**src/rtl/adsr_envelope.sv**
```systemverilog
// ADSR envelope generator for one voice channel, stepped on the 8 kHz envelope clock.
// Define ENV_EXP_RELEASE_EN for an exponential-style release (vol -= max(1, vol>>3)).
module adsr_envelope #(
    parameter int VOL_W  = 6,
    parameter int TIME_W = 8,
    parameter int LOOP_W = 4
) (
    input  logic              clk_8khz,
    input  logic              reset_n,
    input  logic              gate,
    input  logic              trig,
    input  logic              gate_mode,
    input  logic [TIME_W-1:0] atk_time,
    input  logic [TIME_W-1:0] dcy_time,
    input  logic [TIME_W-1:0] rel_time,
    input  logic [VOL_W-1:0]  sus_level,
    input  logic [TIME_W-1:0] sus_time,
    input  logic [1:0]        sus_shift,
    input  logic [LOOP_W-1:0] loop_cnt,
    output logic [VOL_W-1:0]  vol,
    output logic [2:0]        state,
    output logic              active,
    output logic              loop_stb,
    output logic              done_stb
);

    typedef enum logic [2:0] {
        IDLE    = 3'd0,
        ATTACK  = 3'd1,
        DECAY   = 3'd2,
        SUSTAIN = 3'd3,
        RELEASE = 3'd4
    } state_t;

    localparam int TMR_W = TIME_W + 3;
    localparam logic [VOL_W-1:0] MAX = '1;

    state_t            st;
    logic [TMR_W-1:0]  timer;
    logic [LOOP_W-1:0] loops;
    logic              gate_q;
    logic              trigger;
    logic              gate_off;
    logic [TIME_W-1:0] stage_time;
    logic              step_due;
    logic [TMR_W-1:0]  sus_limit;

    function automatic logic [VOL_W-1:0] release_step(input logic [VOL_W-1:0] v);
        logic [VOL_W-1:0] dec;
`ifdef ENV_EXP_RELEASE_EN
        dec = v >> 3;
        if (dec == '0)
            dec = VOL_W'(1);
`else
        dec = VOL_W'(1);
`endif
        return (v > dec) ? (v - dec) : '0;
    endfunction

    assign state    = st;
    assign trigger  = trig | (gate & ~gate_q);
    assign gate_off = gate_mode & ~gate & (st == ATTACK || st == DECAY || st == SUSTAIN);
    // The widened shift keeps every bit of sus_time << 3.
    assign sus_limit = {3'b000, sus_time} << sus_shift;

    always_comb begin
        stage_time = rel_time;
        case (st)
            ATTACK:  stage_time = atk_time;
            DECAY:   stage_time = dcy_time;
            default: stage_time = rel_time;
        endcase
    end

    assign step_due = (timer >= {3'b000, stage_time});

    always_ff @(posedge clk_8khz) begin
        if (!reset_n) begin
            st       <= IDLE;
            vol      <= '0;
            timer    <= '0;
            loops    <= '0;
            gate_q   <= 1'b0;
            active   <= 1'b0;
            loop_stb <= 1'b0;
            done_stb <= 1'b0;
        end else begin
            gate_q   <= gate;
            loop_stb <= 1'b0;
            done_stb <= 1'b0;
            if (trigger) begin
                st     <= ATTACK;
                vol    <= '0;
                timer  <= '0;
                loops  <= loop_cnt;
                active <= 1'b1;
            end else if (gate_off) begin
                st    <= RELEASE;
                timer <= '0;
            end else begin
                case (st)
                    IDLE: begin
                        vol   <= '0;
                        timer <= '0;
                    end
                    ATTACK: begin
                        if (!step_due) begin
                            timer <= timer + TMR_W'(1);
                        end else begin
                            timer <= '0;
                            if (vol == MAX)
                                st <= DECAY;
                            else
                                vol <= vol + VOL_W'(1);
                        end
                    end
                    DECAY: begin
                        if (!step_due) begin
                            timer <= timer + TMR_W'(1);
                        end else begin
                            timer <= '0;
                            if (vol <= sus_level)
                                st <= SUSTAIN;
                            else
                                vol <= vol - VOL_W'(1);
                        end
                    end
                    SUSTAIN: begin
                        // Gated sustain simply holds until the gate drops.
                        if (!gate_mode) begin
                            if (timer >= sus_limit) begin
                                timer <= '0;
                                st    <= RELEASE;
                            end else begin
                                timer <= timer + TMR_W'(1);
                            end
                        end
                    end
                    RELEASE: begin
                        if (!step_due) begin
                            timer <= timer + TMR_W'(1);
                        end else begin
                            timer <= '0;
                            if (vol != '0) begin
                                vol <= release_step(vol);
                            end else if (!gate_mode && loops != '0) begin
                                loops    <= loops - LOOP_W'(1);
                                st       <= ATTACK;
                                loop_stb <= 1'b1;
                            end else begin
                                st       <= IDLE;
                                active   <= 1'b0;
                                done_stb <= 1'b1;
                            end
                        end
                    end
                    default: begin
                        st     <= IDLE;
                        vol    <= '0;
                        timer  <= '0;
                        active <= 1'b0;
                    end
                endcase
            end
        end
    end

endmodule

```
**config.mk**
```make
export PLATFORM = sky130hd
export DESIGN_NAME = adsr_envelope
export DESIGN_NICKNAME = d
export VERILOG_FILES = /design/src/rtl/adsr_envelope.sv
export SDC_FILE = /design/constraint.sdc
export NUM_CORES = 1
export LEC_CHECK = 0
export ABC_CLOCK_PERIOD_IN_PS = 2800
export CORE_MARGIN = 3
export CORE_UTILIZATION = 42
export CTS_CLUSTER_SIZE = 30
export DETAILED_ROUTE_END_ITERATION = 16
export GPL_ROUTABILITY_DRIVEN = 0
export GPL_TIMING_DRIVEN = 0
export PLACE_DENSITY = 0.7
export SLEW_MARGIN = 20
export SYNTH_ARGS = -nofsm -noshare
export SYNTH_HDL_FRONTEND = slang
export SYNTH_SLANG_ARGS = --single-unit
```
**constraint.sdc**
```tcl
create_clock -name clk_8khz -period 2.8 [get_ports clk_8khz]
set_clock_uncertainty 0.05 [all_clocks]
set_input_delay 0.42 -clock clk_8khz [delete_from_list [all_inputs] [get_ports clk_8khz]]
set_output_delay 0.42 -clock clk_8khz [all_outputs]
set_load 0.02 [all_outputs]
```
After elaboration in Yosys (flattened, before gate mapping)
Cells that the tools add are included.
- $lt $le $gt $ge: 4
- muxes and demuxes: 39
- add/sub/neg operators: 4
- bitwise gates (word level): 12
- shift operators: 1
- equal/unequal tests: 40
- reductions and logical operators: 21
- operators by type and width (cell ; number):
    $mux W6 ; 7
    $mux W11 ; 3
    $mux W3 ; 9
    $ne A3 B3 Y1 const B ; 9
    $reduce_and A9 Y1 ; 3
    $mux W4 ; 6
    $pmux W6 S4 ; 1
    $ne A2 B2 Y1 const B ; 11
    $pmux W11 S2 ; 1
    $ne A4 B4 Y1 const B ; 5
    $pmux W8 S2 ; 1
    $pmux W3 S5 ; 1
    $ne A4 B3 Y1 const B ; 3
    $add A11 B1 Y11 const B ; 1
    $ge A11 B11 Y1 ; 1
    $ge A11 B8 Y1 ; 1
    $shl A8 B2 Y11 ; 1
    $reduce_and A5 Y1 ; 2
    $mux W1 ; 9
    $ne A3 B2 Y1 const B ; 3
    $ne A2 B1 Y1 const B ; 4
    $not A1 Y1 ; 8
    $reduce_and A8 Y1 ; 1
    $add A6 B1 Y6 const B ; 1
    other kinds (22) ; 29
- bits in registers: 28
- logic and storage cells: 131
- output and inout port bits: 12
- input bits: 49

Logic depth before layout (Yosys ltp)
- depth after elaboration: 8
- depth in mapped cells: 14
- mapped depth without buffers: 12

Least setup slack after synthesis
Ideal clock, no wire load.
- kind: reg-to-reg
- from: reg st[2] (netlist: state[2])
- to: reg st[2] (netlist: state[2])
- data required time: 2.628 ns
- path slack: -0.409 ns
- period minus slack after synthesis: 3.209 ns
- stages on the path, launching flop included: 13
- library setup time: 0.122 ns
- buffers on the path: 3
- data arrival time: 3.038 ns
- path through: dfxtp_1 buf_4 clkbuf_1 clkbuf_1 o22a_2 ha_1 nand2b_1 a211o_1 a211oi_4 o21ai_4 o41ai_4 a211oi_1 o311a_1
- cells in the longest elaborated chain, start to end: 6
- elaborated cells between the ends (all ways): 22
- classes of those cells: order compare: 1; eq/ne: 13; mux: 3; bitwise: 1; reduce/logical: 4
- RTL lines (element ; line ; text):
    start, declared ; 38 ; state_t st;
    start signal, assigned ; 79 ; st <= IDLE;
    start signal, assigned ; 92 ; st <= ATTACK;
    start signal, assigned ; 98 ; st <= RELEASE;
    branches (longest 6 deep; another with $ge A11 B8 Y1) ; - ;
Parallel ways; which one is timed is not known.
A chain may end at the register's enable or synchronous reset.

Worst setup path in the final report
- from: reg st[0] (netlist: state[0])
- to: reg st[2] (netlist: state[2])
The elaborated chain is that of the path after synthesis.

==> impl_metrics.py <==
metrics = {
    "status": {
        "status": "finished, violations left",
        "violations": "setup timing",
    },
    "global_route": {
        "grt_max_degree": 17,
        "overflow": 0,
        "grt.total_usage_pct": 21.66,
        "antenna_found_initial": 0,
        "grt_pass1_vias": 2916,
        "grt_pass1_wl_mm": 13.48,
    },
    "sta": {
        "period_needed_ps": 3006,
        "tightestPinTransition_ps": 743.8,
        "hold_violations": 0,
        "setup_viol": 21,
        "fin_tns_setup_ps": -3101,
        "holdWs_ps": 463.0,
        "slew_viol_final": 0,
        "fmax_mhz": 332.6,
        "setup_slack_ps": -206.3,
        "rsz0062_at_grt": "true",
        "slew_headroom_pct": 50.08,
        "post-route-period-util_pct": 107.4,
    },
    "worst_setup_path": {
        "reg2reg_setup_slack_ps": -210,
        "cp-end-kind": "flip-flop",
        "path_max_fanout": 8,
        "crit_arrival_ps": 3130,
        "reg2reg_depth": 14,
        "worst_r2r_endpoint": "state[2]$_SDFFE_PP0P_",
        "timing.rr.start": "state[0]$_SDFFE_PN0P_",
        "start_kind": "flip-flop",
        "timing_worst_setup_path_type": "flip-flop to flip-flop",
        "crit_required_ps": 2920,
    },
    "cts": {
        "cts.clk_slew.worst_paths_ps": 110,
        "clock-sinks": 28,
        "clockBufferDepth": 2,
        "clk_latency_ps": 290,
        "cts_root_buf": "clkbuf_8",
        "h-tree-depth": 1,
        "cts_tree": "yes",
        "numCtsBuffers": 3,
        "cts_hold_buf": 0,
    },
    "final_layout": {
        "antenna_cells": 0,
        "num-nets-final": 528,
        "fillers": 551,
        "area_growth_pct": 49.11,
        "stdcell_count": 524,
        "final_layout_size_suffix_gt1_share_pct": 26.17,
    },
    "logic_synthesis": {
        "synth_edf_count": 0,
        "ys_ff_latch": 28,
        "yosys.cell_types.count": 73,
        "syn-num-nets": 428,
        "avgSynthCellArea_um2": 8.061,
        "ys.flop_type": "dfxtp_1",
        "synth_cells": 348,
        "syn_area_um2": 2805,
        "yosysSeqAreaShare_pct": 19.98,
        "synth_top_area_share_pct": 19.98,
        "yosys_warnings": 0,
        "ys_top_cells_by_area": "dfxtp_1 20%, ha_1 14%, mux2i_1 4.3%",
        "synth_top_area_cell": "dfxtp_1",
        "async_reset_ff_share_pct": 0,
    },
    "hold_path": {
        "min_path_cells": 2,
        "whs_endpoint": "timer[0]$_SDFFE_PP0N_",
        "hp-start": "timer[0]$_SDFFE_PP0N_",
        "min_path_type": "flip-flop to flip-flop",
    },
    "pwr": {
        "ir_drop_mv": 0.2485,
        "p_leak_nw": 1.649,
        "power_density_nw_per_um2": 273.2,
        "p_total_mw": 1.143,
    },
    "run": {
        "cap_violations": 0,
    },
    "die": {
        "rows": 29,
        "initial_core_util_pct": 43.68,
        "die_area_um2": 7696,
        "die_w_um": 87.73,
        "die_h_um": 87.73,
        "io-pin-count": 61,
        "core_area_um2": 6422,
    },
    "detailed_routing": {
        "routed_wl_mm": 8.316,
        "viasPerCell": 5.811,
        "routedWlPerCell_um": 15.87,
        "drtIter0Drc": 144,
        "route.vias.total": 3045,
        "first_pass_iters": 4,
        "drtAntennaViolNets": 0,
        "route.detailed.drc": 0,
    },
    "place": {
        "place_hpwl_mm": 5.853,
        "port_buffers": 60,
        "dp_cells": 485,
    },
}
cell type report:
cell class	count	area (um^2)	area share, %
multi-input combinational	283	2282	54.56
timing repair buffer	96	942.2	22.52
sequential	28	566.8	13.55
buffer	12	116.4	2.782
inverter	24	107.6	2.573
tap	77	96.34	2.303
clock buffer	3	41.29	0.9871
clock inverter	1	30.03	0.7179
critical path: stages, from the launching register on:
cell and delay, ps:
dfxtp_2 370, buf_12 140, nand2_8 70, a21oi_4 240, buf_6 140, buf_6 90
o22ai_4 60, ha_1 290, a211o_1 340, a211oi_4 370, o21ai_4 120, o41ai_4 70
buf_6 200, a211oi_2 40, o311a_1 290
stage by stage:
| step | instance area [um^2] | utilization, % | worst slack, ps |
|---|---|---|---|
| final | 4183 | 65.13 | -206.3 |
| after global routing | 4183 | 65.13 | -310.5 |
| after CTS | 4001 | 62.30 | -199.8 |
| after detailed placement | 3536 | 55.06 | -916.3 |
| after global placement | 3536 | 55.06 | -858.7 |
| after floorplan | 2839 | - | -52.60 |
worst max path at each step:
stage / to / start
6_report: state[2]$_SDFFE_PP0P_ / state[0]$_SDFFE_PN0P_
5_1_grt: timer[2]$_SDFFE_PP0N_ / state[0]$_SDFFE_PN0P_
4_1_cts: loops[3]$_SDFFE_PN0P_ / state[0]$_SDFFE_PN0P_
3_5_place_dp: timer[8]$_SDFFE_PP0N_ / sus_shift[1]
3_3_place_gp: timer[7]$_SDFFE_PP0N_ / sus_shift[1]
2_1_floorplan: state[2]$_SDFFE_PP0P_ / state[1]$_SDFFE_PP0P_
repair_timing:
action                                  in CTS  in global routing
setup buffers                               29                  8
pin swaps                                   27                 38
gates resized for setup                     42                 36
endpoints found under the setup margin      27                 26
cloned                                       1                  0
sequential cells by signal, summed over array words and instances, names as in the netlist:
| name | cells |
|---|---|
| timer | 11 |
| vol | 6 |
| loops | 4 |
| state | 3 |
| active | 1 |
| done_stb | 1 |
| gate_q | 1 |
| loop_stb | 1 |
power by group:
| part | leakage [nW] | switching, mW | total, mW | internal [mW] |
|---|---|---|---|---|
| combinational | 1.38 | 0.175 | 0.396 | 0.221 |
| clock | 0.0357 | 0.139 | 0.331 | 0.192 |
| sequential | 0.229 | 0.00910 | 0.415 | 0.406 |
| total | 1.65 | 0.324 | 1.14 | 0.819 |
synthesized netlist by cell type (all sizes together) (3+ instances only):
library cell	instances
ha	31
a21oi	25
dfxtp	28
a31oi	7
o22a	10
nand2b	4
a211oi	5
nand4	4
nor4	3
nor2b	4
mux2	3
buf	7
xnor2	5
or2	4
nand3	22
o211ai	4
clkbuf	6
inv	24
o22ai	12
nor2	20
mux2i	12
o21ai	19
and2	5
nand2	34
or3	4
and3	6
cell usage in the layout (no fill, tap or decap), drive strengths merged, types with 3 or more instances in the layout:
master and count:
a211oi 5, a21oi 25, a31oi 7, and2 5
and3 6, buf 42, clkbuf 9, clkdlybuf4s50 58
dfxtp 28, ha 31, inv 23, mux2 3
mux2i 12, nand2 34, nand2b 4, nand3 22
nand4 4, nor2 20, nor2b 4, nor4 3
o211ai 4, o21ai 19, o22a 10, o22ai 12
or2 4, or3 4, xnor2 5
logic make-up (layout without fill, tap and decap cells):
family | Yosys count | count (layout) | synth area share, %
adder cells (fa/ha/maj) | 31 | 31 | 13.83
AND/OR/NAND/NOR | 121 | 121 | 23.51
flip-flops | 28 | 28 | 19.98
AO/OA/AOI/OAI | 109 | 109 | 28.81
buffers and inverters | 37 | 136 | 6.200
multiplexers | 15 | 15 | 5.486
XOR/XNOR | 7 | 7 | 2.186
routing by layer:
| layer | vias to the layer above | wire length [um] | GRT usage [%] |
|---|---|---|---|
| met2 | 99 | 4138 | 39.04 |
| met4 | 0 | 127 | 5.718 |
| met5 | - | 0 | 0 |
| met3 | 10 | 505 | 2.728 |
| li1 | 1495 | - | - |
| met1 | 1441 | 3545 | 27.06 |
No activity file was read; power rests on OpenSTA's default activity.
